===== config.mk =====
export PLATFORM = sky130hd
export DESIGN_NAME = fc_argmax
export DESIGN_NICKNAME = d
export VERILOG_FILES = /design/src/rtl/fc_argmax.sv
export SDC_FILE = /design/constraint.sdc
export NUM_CORES = 1
export LEC_CHECK = 0
export BUFFER_PORTS_ARGS = -buffer_cell sky130_fd_sc_hd__buf_2
export CAP_MARGIN = 20
export CORE_ASPECT_RATIO = 0.7
export CORE_MARGIN = 2
export CORE_UTILIZATION = 50
export CTS_CLUSTER_SIZE = 24
export DETAILED_ROUTE_END_ITERATION = 8
export PLACE_DENSITY = 0.72
export SYNTH_ARGS = -nofsm -noshare
export SYNTH_HDL_FRONTEND = slang
export SYNTH_SLANG_ARGS = --single-unit
export TNS_END_PERCENT = 50

===== constraint.sdc =====
create_clock -name clk -period 2.5 [get_ports clk]
set_input_delay 0.125 -clock clk [delete_from_list [all_inputs] [get_ports clk]]
set_output_delay 0.125 -clock clk [all_outputs]
set_load 0.03 [all_outputs]

===== src/rtl/fc_argmax.sv =====
// Argmax stage behind the FC layer. It picks the highest signed class score in each image and counts the decisions issued.
// The ARGMAX_SCORE_OUT_EN build define adds a max_score output that holds the winning score.
//
// state    | meaning
// ---------+------------------------------------------------
// ST_IDLE  | waiting for class 0 of an image (sample count 0)
// ST_ACCUM | image partially received (sample count 1..N-1)
module fc_argmax #(
    parameter int NUM_CLASSES     = 10,
    parameter int DATA_WIDTH      = 12,
    parameter int IDX_WIDTH       = 4,
    parameter int FRAME_CNT_WIDTH = 16
) (
    input  logic                         clk,
    input  logic                         rst_n,
    input  logic                         valid_in,
    input  logic [DATA_WIDTH-1:0]        data_in,
    output logic [IDX_WIDTH-1:0]         decision,
    output logic                         valid_out,
    output logic                         busy,
    output logic [FRAME_CNT_WIDTH-1:0]   frame_cnt
`ifdef ARGMAX_SCORE_OUT_EN
    ,
    output logic signed [DATA_WIDTH-1:0] max_score
`endif
);

    localparam logic [0:0] ST_IDLE  = 1'b0;
    localparam logic [0:0] ST_ACCUM = 1'b1;

    localparam logic [IDX_WIDTH-1:0] LAST_IDX = IDX_WIDTH'(NUM_CLASSES - 1);

    logic [0:0]                    state;
    logic [IDX_WIDTH-1:0]          sample_cnt;
    logic signed [DATA_WIDTH-1:0]  run_max;
    logic [IDX_WIDTH-1:0]          max_idx;

    logic signed [DATA_WIDTH-1:0]  score;
    logic                          is_first;
    logic                          is_last;
    logic                          take_new;
    logic signed [DATA_WIDTH-1:0]  next_max;
    logic [IDX_WIDTH-1:0]          next_idx;

    // Class 0 always loads so a stale max from the previous image can never win.
    // A strict greater-than keeps the lower index on ties.
    always_comb begin
        score    = $signed(data_in);
        is_first = (sample_cnt == '0);
        is_last  = (sample_cnt == LAST_IDX);
        take_new = is_first || (score > run_max);
        next_max = take_new ? score : run_max;
        next_idx = take_new ? sample_cnt : max_idx;
    end

    always_ff @(posedge clk) begin
        if (!rst_n) begin
            state      <= ST_IDLE;
            sample_cnt <= '0;
            run_max    <= '0;
            max_idx    <= '0;
            decision   <= '0;
            valid_out  <= 1'b0;
            frame_cnt  <= '0;
        end else begin
            valid_out <= 1'b0;
            if (valid_in) begin
                run_max <= next_max;
                max_idx <= next_idx;
                if (is_last) begin
                    decision   <= next_idx;
                    valid_out  <= 1'b1;
                    frame_cnt  <= frame_cnt + 1'b1;
                    sample_cnt <= '0;
                    state      <= ST_IDLE;
                end else begin
                    sample_cnt <= sample_cnt + 1'b1;
                    state      <= ST_ACCUM;
                end
            end
        end
    end

    assign busy = (state == ST_ACCUM);

`ifdef ARGMAX_SCORE_OUT_EN
    always_ff @(posedge clk) begin
        if (!rst_n) begin
            max_score <= '0;
        end else if (valid_in && is_last) begin
            max_score <= next_max;
        end
    end
`endif

endmodule

==> results of run 1 <==
stage by stage:
stage	hold WS [ps]	area, um^2	setup WS, ps
final	83.3	2450	360
after global routing	74.4	2450	198
after CTS	77.5	2450	363
after detailed placement	400	2340	384
after global placement	386	2340	478
after floorplan	267	2180	612
worst paths after layout:
check,cells past startpoint,slack (ps),end,from
max,7,360,run_max[2],run_max[11]
min,3,80,run_max[6],data_in[6]
max reg2reg,7,360,run_max[2],run_max[11]
min reg2reg,2,460,run_max[3],run_max[3]
Yosys cell counts (3+ instances only):
master | number | share of area (%)
mux2i_1 | 14 | 6.4
and2_1 | 14 | 4.0
or3_1 | 3 | 0.86
inv_1 | 14 | 2.4
nor3_1 | 4 | 0.92
nand2_1 | 42 | 7.2
nand4_1 | 6 | 1.7
a21boi_0 | 3 | 1.0
xor2_1 | 6 | 2.4
ha_1 | 13 | 7.5
xnor2_1 | 7 | 2.8
o22ai_1 | 3 | 0.86
dfxtp_1 | 42 | 39
nor2b_1 | 4 | 1.1
nor2_1 | 5 | 0.86
o21ai_0 | 9 | 2.1
a21oi_1 | 6 | 1.4
nand3_1 | 7 | 1.6
cell type report:
| type | count | share of cell area (%) |
|---|---|---|
| multi-input cells | 175 | 48.4 |
| clock buffers | 5 | 2.80 |
| clock inverters | 3 | 1.63 |
| inverters | 14 | 2.14 |
| well taps | 55 | 2.80 |
| repair buffers | 38 | 7.96 |
| flip-flops and latches | 42 | 34.3 |
metal layers:
metal	routed length, um	share of wire, %
met5	0	0
met1	2140	53
met4	42	1.0
met3	212	5.2
met2	1680	41
cells in the final DEF, fill, tap and decap left out, drive strengths merged, types with 6 or more instances in the layout:
master,count
o21ai,9
buf,38
xnor2,7
nand4,7
ha,13
and2,14
xor2,6
nand3,8
nand2,42
mux2i,14
inv,14
dfxtp,42
a21oi,6
flip-flops by register name (all words and copies together), names as in the netlist:
register	cells
run_max	12
decision	4
max_idx	4
valid_out	1
busy	1
frame_cnt	16
sample_cnt	4
cell families (layout without fill, tap and decap cells):
logic type | Yosys count | after routing | share of synthesized area [%]
AND/OR/NAND/NOR | 97 | 97 | 23.7
flip-flops | 42 | 42 | 38.6
multiplexers | 14 | 14 | 6.43
buffers and inverters | 25 | 60 | 6.95
adder cells (fa/ha/maj) | 13 | 13 | 7.46
AO/OA/AOI/OAI | 38 | 38 | 11.7
XOR/XNOR | 13 | 13 | 5.22
worst min-delay path: cells and delay by family:
kind / cells / cell delay (ps)
buffers and inverters: 1 / 110
AND/OR/NAND/NOR: 1 / 50
multiplexers: 1 / 50
power by group through the flow:
| stage | registers, mW | logic (mW) | clock network [mW] |
|---|---|---|---|
| global placement | 0.723 | 0.190 | 0 |
| detailed placement | 0.724 | 0.194 | 0 |
| CTS | 0.708 | 0.195 | 0.542 |
| floorplan | 0.723 | 0.162 | 0 |
| finish | 0.709 | 0.193 | 0.531 |
| global route | 0.712 | 0.220 | 0.572 |
==> results.md, run 1 <==
- Fillers: 403
- Relative slew slack: 59.8%
- Core area: 0.00425 mm^2
- Top Family by Delay on Critical Path: compound AO/OA/AOI/OAI gates
- Final hold viol count: 0
- Final period util: 85.6%
- Skew-Pair Late Insertion Delay: 290 ps
- Cell Int Power: 1.07 mW
- M3 GR Usage: 5.15%
- Vias in the first global route: 1594
- Switching Fraction: 25.2%
- Slew @ Worst Pin: 596 ps
- Reg area: 841 um^2
- Leak pwr: 1.08 nW
- GR Layer Usage met1: 24.9%
- Max Root-Sink Buffers: 2
- Hold-fix buffers, CTS: 0
- CTS tree: built
- Critical Path Sink Type: flop
- Final nets: 304
- IO Count: 37
- PortBufs: 36
- Clk pwr share: 37.0%
- Die area: 0.00491 mm^2
- Critical Path RT: 2720 ps
- Ant. Diodes: 0
- Remaining Overflow, GRT: 0
- Met2 usage: 27.5%
- Dpl hpwl: 2960 um
- GP Congestion: 0.733
- WS Path Type: reg2reg
- # resized after CTS: 0
- Via/cell ratio: 5.25
- Flops & latches, synth: 42
- YS warnings: 0
- Final Max Tran Viols: 0
- Fraction of registers with async set or reset after synthesis: 0%
- Fin util: 57.7%
- Vias: 1744
- Synthesized instance count: 242
- DRC Markers: 0
- Clock Skew: 8.34 ps
- Distinct cells, synth: 48
- Die Wd: 82.9 um
- Worst hold path class: in2reg
- Setup_tns: 0 ps
- Comb power frac: 13.5%
- Avg Cell Area, Syn: 9.01 um^2
- Startpoint types: flop
- # Post-CTS Setup Buffers: 0
- Clock buffer count from CTS: 5
- Starting DRT DRC Count: 84
- Critical Path AT: 2360 ps
- Die Span Y: 59.2 um
- Status: finished, final reports clean
- Starting Density: 51.2%
- Non-filler instance count after layout: 332
- 1st-pass router iterations: 4
- Critical path buffers and inverters: 2
- Max-cap viol count: 0
- Crit path time final: 2140 ps
- Synth Cell Area: 0.00218 mm^2
- Sequential share of power: 49.5%
- Initial antenna violation count: 0
- Max VDD drop: 0.000305 V
- EDFF count, synth: 0
- Syn nets: 270
- Switching Power: 0.361 mW
- Number of cells after detailed placement: 324
- Layout Area Growth over Synthesis: 12.6%
- PnR Total Power: 1.43 mW
- Largest net degree at the start of global routing: 40
- Crit-path max FO: 12
- First-pass GRT wire length: 7170 um
- RSZ-0062 raised after global routing: no
- H-tree depth: 2
- Clock slew at reported path FFs: 90 ps
- Row Count: 20
- Number of setup violations in the final report: 0
- Sequential area share after synthesis: 38.6%
- Total GRT Usage: 18.0%
- Grt peak-use layer: met2
- CTS root buf: clkbuf_8
- Achievable Freq: 0.467 GHz
- Share of cells above drive strength 1: 18.8%
- Power Density: 584 mW/mm^2
- Multi-input gate area in the final layout: 0.00119 mm^2
- WL final: 4070 um
- CP max stage delay: 370 ps
- DR WL/cell: 12.3 um
- DRT antenna net count: 0
- Most used DFF post-synth: dfxtp_1
- Worst path cell trace: inv_1, ha_1, nand4_2, a211oi_1, o31a_1, buf_4, mux2i_1
- Sink Count: 42
- Slowest CP cell: ha_1
Note: power is estimated with default switching activity, not from simulation.
==> run 2: changes to the inputs <==
--- a/config.mk
+++ b/config.mk
@@ -6,8 +6,7 @@
 export NUM_CORES = 1
 export LEC_CHECK = 0
 export BUFFER_PORTS_ARGS = -buffer_cell sky130_fd_sc_hd__buf_2
-export CAP_MARGIN = 20
-export CORE_ASPECT_RATIO = 0.7
+export CORE_ASPECT_RATIO = 0.6
 export CORE_MARGIN = 2
 export CORE_UTILIZATION = 50
 export CTS_CLUSTER_SIZE = 24
==> results.md, run 2 (same netlist as run 1, synthesis figures left out) <==
- Status: finished, final reports clean (unchanged)
- Max Root-Sink Buffers: 2 (unchanged)
- Final hold viol count: 0 (unchanged)
- Largest register by flop count: frame_cnt (unchanged)
- Number of flip-flops in the largest register: 16 (unchanged)
- Sink Count: 42 (unchanged)
- Die area: 0.00492 mm^2 (was 0.00491 mm^2)
- Via/cell ratio: 4.99 (was 5.25)
- Reg area: 841 um^2 (unchanged)
- Achievable Freq: 0.468 GHz (was 0.467 GHz)
- Largest net degree at the start of global routing: 30 (was 40)
- Non-filler instance count after layout: 337 (was 332)
- Hold-fix buffers, CTS: 0 (unchanged)
- Placed cell area: 0.00236 mm^2 (was 0.00234 mm^2)
- Clock slew at reported path FFs: 80 ps (was 90 ps)
- Critical Path Sink Type: flop (unchanged)
- # resized after CTS: 0 (unchanged)
- Fillers: 379 (was 403)
- Crit-path max FO: 12 (unchanged)
- Final Max Tran Viols: 0 (unchanged)
- Clock Skew: 5.11 ps (was 8.34 ps)
- Starting Density: 52.6% (was 51.2%)
- First-pass GRT wire length: 6490 um (was 7170 um)
- WL final: 4060 um (was 4070 um)
- DRC Markers: 0 (unchanged)
- Pre-CTS setup slack: 358 ps (was 384 ps)
- RSZ-0062 raised after global routing: no (unchanged)
- Layout Area Growth over Synthesis: 11.8% (was 12.6%)
- Vias in the first global route: 1454 (was 1594)
- WS Path Type: reg2reg (unchanged)
- Die Span Y: 55.1 um (was 59.2 um)
- GP Congestion: 0.800 (was 0.733)
- Leak pwr: 1.07 nW (was 1.08 nW)
- Most frequent cells in the layout: nand2_1, dfxtp_1, buf_2 (unchanged)
- Clock buffer count from CTS: 5 (unchanged)
- Number of cells after detailed placement: 330 (was 324)
- 1st-pass router iterations: 4 (unchanged)
- CTS root buf: clkbuf_8 (unchanged)
- Startpoint types: flop (unchanged)
- Fin util: 58.8% (was 57.7%)
- Core area: 0.00414 mm^2 (was 0.00425 mm^2)
- Remaining Overflow, GRT: 0 (unchanged)
- Die Wd: 89.2 um (was 82.9 um)
- PortBufs: 36 (unchanged)
- Slew @ Worst Pin: 585 ps (was 596 ps)
- Vias: 1683 (was 1744)
- PnR Total Power: 1.31 mW (was 1.43 mW)
- DRT antenna net count: 0 (unchanged)
- Final instance area: 0.00244 mm^2 (was 0.00245 mm^2)
- Setup_tns: 0 ps (unchanged)
- Critical Path RT: 2720 ps (about the same)
- Largest registers: frame_cnt x16, run_max x12 (unchanged)
- # Post-CTS Setup Buffers: 0 (unchanged)
- Final worst slack: 361 ps (was 360 ps)
- IO Count: 37 (unchanged)
- Total GRT Usage: 17.7% (was 18.0%)
- Multi-input gate area in the final layout: 0.00119 mm^2 (unchanged)
- Fin Hold WS: 91.2 ps (was 83.3 ps)
- Max VDD drop: 0.000360 V (was 0.000305 V)
- DR WL/cell: 12.0 um (was 12.3 um)
- CTS tree: built (unchanged)
- Max-cap viol count: 0 (unchanged)
- Power Density: 539 mW/mm^2 (was 584 mW/mm^2)
- Row Count: 18 (was 20)
- Ant. Diodes: 0 (unchanged)
- Dpl hpwl: 3000 um (was 2960 um)
- Relative slew slack: 60.5% (was 59.8%)
- Starting DRT DRC Count: 45 (was 84)
- H-tree depth: 2 (unchanged)
- Final period util: 85.6% (about the same)
- Worst hold path class: in2reg (unchanged)
- Critical Path AT: 2350 ps (was 2360 ps)
- Final nets: 305 (was 304)
- Share of cells above drive strength 1: 18.8% (unchanged)
- Initial antenna violation count: 0 (unchanged)
- Number of setup violations in the final report: 0 (unchanged)
- Skew-Pair Late Insertion Delay: 290 ps (about the same)
- Crit path time final: 2140 ps (about the same)
-- run 2: cell count changes in the layout (fill, tap and decap cells not counted) --
cell | previous run | this run
buf_4 | 2 | 3
bufinv_16 | 1 | 0
-- run 2: cell type report --
| type | instances | share of cell area [%] |
|---|---|---|
| clock buffer | 5 | 2.82 |
| sequential | 42 | 34.5 |
| multi-input combinational | 175 | 48.7 |
| tap | 60 | 3.08 |
| clock inverter | 2 | 0.411 |
| timing repair buffer | 39 | 8.32 |
| inverter | 14 | 2.16 |
-- run 2: report_power, final --
group,internal (mW),switching (mW),total [mW]
Clock,0.188,0.222,0.409
Sequential,0.692,0.0166,0.709
Combinational,0.0854,0.109,0.194
Total,0.965,0.347,1.31
-- run 2: critical path, stage by stage, from the launching register on --
cell and delay [ps]:
dfxtp_1 340, inv_1 50, ha_1 370, nand4_2 150, a211oi_1 350, o31a_1 300
buf_4 280, mux2i_1 220
-- run 2: path summary, 6_finish.rpt --
path                    start         end  slack, ps  cells past startpoint
setup / recovery  run_max[11]  run_max[2]        360                      7
hold / removal     data_in[3]  run_max[3]         90                      3
setup reg to reg  run_max[11]  run_max[2]        360                      7
hold reg to reg    run_max[3]  run_max[3]        460                      2
-- run 2: metal layers --
metal  wire [um]  up-vias  track usage (%)
met3         159        2             5.49
met1        2340      753             26.2
met5           0        -                0
li1            -      903                -
met2        1550       25             24.7
met4          15        0             4.23
